**src/rtl/fetch_queue.sv**
```systemverilog
// Instruction fetch unit: issues sequential PC requests under a credit rule,
// queues in-order responses for decode, and squashes stale work on a redirect.
module fetch_queue #(
    parameter int                ADDR_W   = 64,
    parameter int                INSTR_W  = 32,
    parameter int                DEPTH    = 4,
    parameter int                MAX_OUT  = 2,
    parameter logic [ADDR_W-1:0] RESET_PC = '0
) (
    input  logic               clk,
    input  logic               reset,
    output logic               imem_req,
    output logic [ADDR_W-1:0]  imem_addr,
    input  logic               imem_rvalid,
    input  logic [INSTR_W-1:0] imem_rdata,
    input  logic               br_taken,
    input  logic               br_uncond,
    input  logic [25:0]        br_imm,
    input  logic [ADDR_W-1:0]  br_pc,
    output logic               instr_valid,
    output logic [INSTR_W-1:0] instr,
    output logic [ADDR_W-1:0]  instr_pc,
    input  logic               decode_ready,
    output logic               err_spurious
);
    localparam int PTR_W = $clog2(DEPTH);
    localparam int CNT_W = $clog2(DEPTH + 1);
    localparam int OUT_W = $clog2(MAX_OUT + 1);

    typedef struct packed {
        logic [ADDR_W-1:0]  pc;
        logic [INSTR_W-1:0] instr;
    } entry_t;

    entry_t             q_mem [DEPTH];
    logic [ADDR_W-1:0]  fetch_pc, resp_pc;
    logic [CNT_W-1:0]   count;
    logic [OUT_W-1:0]   inflight, discard;
    logic [PTR_W-1:0]   head, tail;

    logic               rsp_ok, push, pop;
    logic signed [25:0] imm_s;
    logic [ADDR_W-1:0]  offset, target;

    // A response with nothing outstanding is flagged but otherwise ignored,
    // so it can neither underflow inflight nor overflow the queue.
    assign rsp_ok      = imem_rvalid && (inflight != '0);
    assign push        = rsp_ok && !br_taken && (discard == '0);
    assign instr_valid = (count != '0) && !br_taken;
    assign pop         = instr_valid && decode_ready;

    assign imem_req  = !reset && !br_taken
                     && (32'(inflight) < MAX_OUT)
                     && (32'(count) + 32'(inflight) < DEPTH);
    assign imem_addr = fetch_pc;

    assign imm_s  = br_uncond ? br_imm : {{7{br_imm[18]}}, br_imm[18:0]};
    assign offset = ADDR_W'(imm_s);
    assign target = br_pc + (offset << 2);

    assign instr    = q_mem[head].instr;
    assign instr_pc = q_mem[head].pc;

    always_ff @(posedge clk or posedge reset) begin
        if (reset) begin
            fetch_pc     <= RESET_PC;
            resp_pc      <= RESET_PC;
            count        <= '0;
            inflight     <= '0;
            discard      <= '0;
            head         <= '0;
            tail         <= '0;
            err_spurious <= 1'b0;
        end else begin
            if (imem_rvalid && inflight == '0)
                err_spurious <= 1'b1;
            if (br_taken) begin
                // Everything still in flight belongs to the wrong path.
                fetch_pc <= target;
                resp_pc  <= target;
                count    <= '0;
                head     <= '0;
                tail     <= '0;
                inflight <= inflight - OUT_W'(rsp_ok);
                discard  <= inflight - OUT_W'(rsp_ok);
            end else begin
                if (imem_req)
                    fetch_pc <= fetch_pc + ADDR_W'(4);
                inflight <= inflight + OUT_W'(imem_req) - OUT_W'(rsp_ok);
                if (rsp_ok && discard != '0)
                    discard <= discard - 1'b1;
                if (push) begin
                    resp_pc <= resp_pc + ADDR_W'(4);
                    tail    <= tail + 1'b1;
                end
                if (pop)
                    head <= head + 1'b1;
                case ({push, pop})
                    2'b10:   count <= count + 1'b1;
                    2'b01:   count <= count - 1'b1;
                    default: count <= count;
                endcase
            end
        end
    end

    always_ff @(posedge clk) begin
        if (push)
            q_mem[tail] <= '{pc: resp_pc, instr: imem_rdata};
    end

endmodule

```
**config.mk**
```make
export PLATFORM = sky130hd
export DESIGN_NAME = fetch_queue
export DESIGN_NICKNAME = d
export VERILOG_FILES = /design/src/rtl/fetch_queue.sv
export SDC_FILE = /design/constraint.sdc
export NUM_CORES = 1
export LEC_CHECK = 0
export ABC_CLOCK_PERIOD_IN_PS = 5550
export CORE_ASPECT_RATIO = 1.5
export CORE_MARGIN = 3
export CORE_UTILIZATION = 64
export DETAILED_ROUTE_END_ITERATION = 12
export DONT_BUFFER_PORTS = 1
export GPL_ROUTABILITY_DRIVEN = 0
export PLACE_DENSITY_LB_ADDON = 0.2
export SLEW_MARGIN = 40
export SYNTH_ARGS = -nofsm -noshare
export SYNTH_HDL_FRONTEND = slang
export SYNTH_SLANG_ARGS = --single-unit
```
**constraint.sdc**
```tcl
create_clock -name clk -period 5.55 [get_ports clk]
set_input_delay 1.11 -clock clk [delete_from_list [all_inputs] [get_ports clk]]
set_output_delay 1.11 -clock clk [all_outputs]
set_load 0.05 [all_outputs]
```
==> metrics.md <==
| Metric | Value |
|---|---|
| Area growth, synth to finish | `8.391%` |
| Nets | `2150` |
| CP Class | `flop to flop` |
| Clock slew at reported path FFs | `0.07 ns` |
| FP Rows | `88` |
| Multi-input logic area | `9911 sq um` |
| Setup_tns | `0 ns` |
| Vias | `roughly 16000` |
| Status | `finished clean` |
| Least-Margin Pin Slew | `0.9621 ns` |
| CTS tree | `done` |
| Vias in the first global route | `16458` |
| Syn nets | `2167` |
| CP Launch Type | `flop` |
| Die Area | `42150 sq um` |
| Ys flop type | `edfxtp_1` |
| Crit-path max FO | `7` |
| Leak | `9.510 nW` |
| Avg Inst Size Synth | `12.92 sq um` |
| Hold_buf cts | `0` |
| Post-CTS setup repair buffer count | `0` |
| Synth Instances | `1966` |
| CP required | `5.96 ns` |
| CP max stage delay | `0.80 ns` |
| Period utilization | `0.7103` |
| Number of synthesized flops with an enable pin | `384` |
| Mux share of post-synthesis cell area | `0.09106` |
| CP Capture Type | `flop` |
| Core ar. | `around 40000 sq um` |
| RSZ-0062 raised after global routing | `no` |
| Final hold violation count | `0` |
| Num ports | `291` |
| Final wirelength | `58.58 mm` |
| Pre-CTS WS | `1.098 ns` |
| Critical Path Slowest Stage Cell | `dfrtp_1` |
| Seq/Total Area, Yosys | `0.5921` |
| Pre-antenna DRT Iters | `7` |
| Clock latency on the worst-skew pair | `between 0.5 and 0.6 ns` |
| Worst min-delay path class | `input port to async pin` |
| Maximum clock frequency | `0.2537 GHz` |
| CTS sink count | `524` |
| Initial Util | `0.6533` |
| Buffers on Ports | `0` |
| Drt drc | `0` |
| CTS Buf Count | `44` |
| Pwr per Cell Area | `420.2 nW/um^2` |
| Worst-path cell chain | `nand4_1 -> nor3_1 -> nand4_1 -> or4_1 -> nor2_1 -> and3_1 -> nand3_1 -> xor2_1 -> mux2i_1` |
| Antenna violations before repair | `0` |
| Post_cts resized | `0` |
| DRT iter0 DRCs | `1496` |
| Die Y | `250.0 um` |
| Area fraction in compound gates after synthesis | `0.09525` |
| GRT overflow | `0` |
| Layout cells sized above 1 | `0.1144` |
| Largest net degree at the start of global routing | `144` |
| # fillers | `2607` |
| Post-synth cell types | `between 70 and 80` |
| Min Tclk post-route | `3.942 ns` |
| Synth Area in Simple Gates | `0.1126` |
| Reg area | `15040 sq um` |
| Yosys warns | `0` |
| Slew headroom | `0.3518` |
| Gr usage total | `0.2757` |
| Post-detailed-route count of antenna-violating nets | `0` |
| Max-Cap Viols | `0` |
| Max Buffers Root-to-Sink | `3` |
| Pwr Total | `between 10 and 15 mW` |
| Seq cells post-synth | `524` |
| Post-Synth XOR/XNOR Area | `0.05346` |
| Synth Area in Adders | `0.03656` |
| DR vias/cell | `6.572` |
| Final setup viols | `0` |
| CP most frequent cell | `nand4_1` |
| Min setup slack post-route | `around 1.6 ns` |
| R2R setup slack | `1.61 ns` |
| Die W | `168.6 um` |
| CP Buf/Inv Count | `0` |
| Syn Std Cell Area | `25390 sq um` |
| VDD IR max | `336.5 uV` |
| First-pass GRT wire length | `91.34 mm` |
| Ant. Diodes | `0` |
| Share of flip-flops with an asynchronous set or reset | `0.2672` |
| Delay-heaviest family, CP | `simple AND/OR/NAND/NOR gates` |
| Clock skew | `0.03128 ns` |
| CP arrival | `4.35 ns` |
| Max-slew violations | `0` |
| Clk Tree Root Cell | `clkbuf_16` |
| Detailed placer's ending HPWL | `40.96 mm` |
| DR WL/cell | `23.62 um` |
| H-tree depth | `2` |
| Largest family of logic cells by synthesized area | `simple AND/OR/NAND/NOR gates` |
[layer usage]
metal | up-vias | wire length, um | GRT usage
met2 | 678 | 29350 | 0.4644
li1 | 7449 | - | -
met5 | - | 0 | 0
met3 | 130 | 4471 | 0.05752
met1 | 8041 | 22680 | 0.3580
met4 | 0 | 2081 | 0.09778
[synth_stat cells (9+ instances only)]
master,number,area (sq um)
a21boi_0,18,135.1
a21o_1,24,180.2
a21oi_1,183,915.9
a31oi_1,11,68.82
and2_1,11,68.82
and3_1,37,231.5
and4_1,17,148.9
buf_1,15,56.30
clkbuf_1,71,266.5
dfrtp_1,140,3503
edfxtp_1,384,11530
ha_1,71,888.4
inv_1,37,138.9
mux2i_1,15,150.1
mux4_2,96,2162
nand2_1,169,634.4
nand2b_1,10,62.56
nand3_1,69,345.3
nand4_1,55,344.1
nor2_1,132,495.5
nor3_1,28,140.1
nor4_1,15,93.84
o21a_1,10,75.07
o21ai_0,67,335.3
o21bai_1,21,157.7
or3_1,9,56.30
xnor2_1,79,691.9
xor2_1,76,665.6
[worst reg2reg max path, stage by stage, from the launching register on]
cell and delay, ns:
dfrtp_1 0.80, nand4_1 0.33, nor3_1 0.59, nand4_1 0.38, or4_1 0.68, nor2_1 0.32, and3_1 0.28, nand3_1 0.11
xor2_1 0.20, mux2i_1 0.10
[flip-flops by register name, summed over array words and instances (netlist names)]
signal	flops
inflight	2
err_spurious	1
head	2
count	3
q_mem	384
imem_addr	64
discard	2
tail	2
resp_pc	64
[per-stage QoR]
stage	hold slack (ns)	utilization	cells	area, sq um
after floorplan	0.4760	-	1966	25390
after global routing	0.5376	0.7082	2480	27520
after global placement	0.4866	0.6657	2394	25870
after CTS	0.5273	0.7081	2480	27520
final	0.4791	0.7082	2480	27520
after detailed placement	0.5096	0.6683	2398	25970
[where the power goes]
part	internal [mW]	switching [mW]	total (mW)
logic	0.950	1.86	2.81
clock network	1.87	1.38	3.25
registers	4.61	0.901	5.51
[final cells by class]
cell class / count / share of cell area
Inverter: 38 / 0.005637
Sequential cell: 524 / 0.5465
Tap cell: 495 / 0.02250
Timing Repair Buffer: 24 / 0.009092
Clock inverter: 30 / 0.01318
Multi-Input combinational cell: 1317 / 0.3601
Clock buffer: 52 / 0.04300
[placed cells by master, fill, tap and decap left out, types with 55 or more instances in the layout]
master    instances
edfxtp_1        384
a21oi_1         183
nand2_1         169
dfrtp_1         138
nor2_1          131
mux4_2           96
xnor2_1          79
xor2_1           76
ha_1             71
nand3_1          69
o21ai_0          67
nand4_1          55
[cells by family (layout without fill, tap and decap cells)]
kind of cell    count (synthesis)  count (layout)
simple gates                  581             581
flops                         524             524
buf+inv                       125             144
compound gates                397             397
fa+ha+maj                      73              73
mux                           111             111
xor+xnor                      155             155
[worst paths after layout]
path / from / end / cells past startpoint
setup / recovery: imem_addr[14] / imem_addr[54] / 9
hold / removal: reset / count[1] / 1
setup reg to reg: imem_addr[14] / imem_addr[54] / 9
hold reg to reg: resp_pc[0] / q_mem[3][32] / 0
max in group asynchronous: reset / resp_pc[0] / 2
min in group clk: resp_pc[0] / q_mem[3][32] / 0
Note: power is estimated with default switching activity, not from simulation.
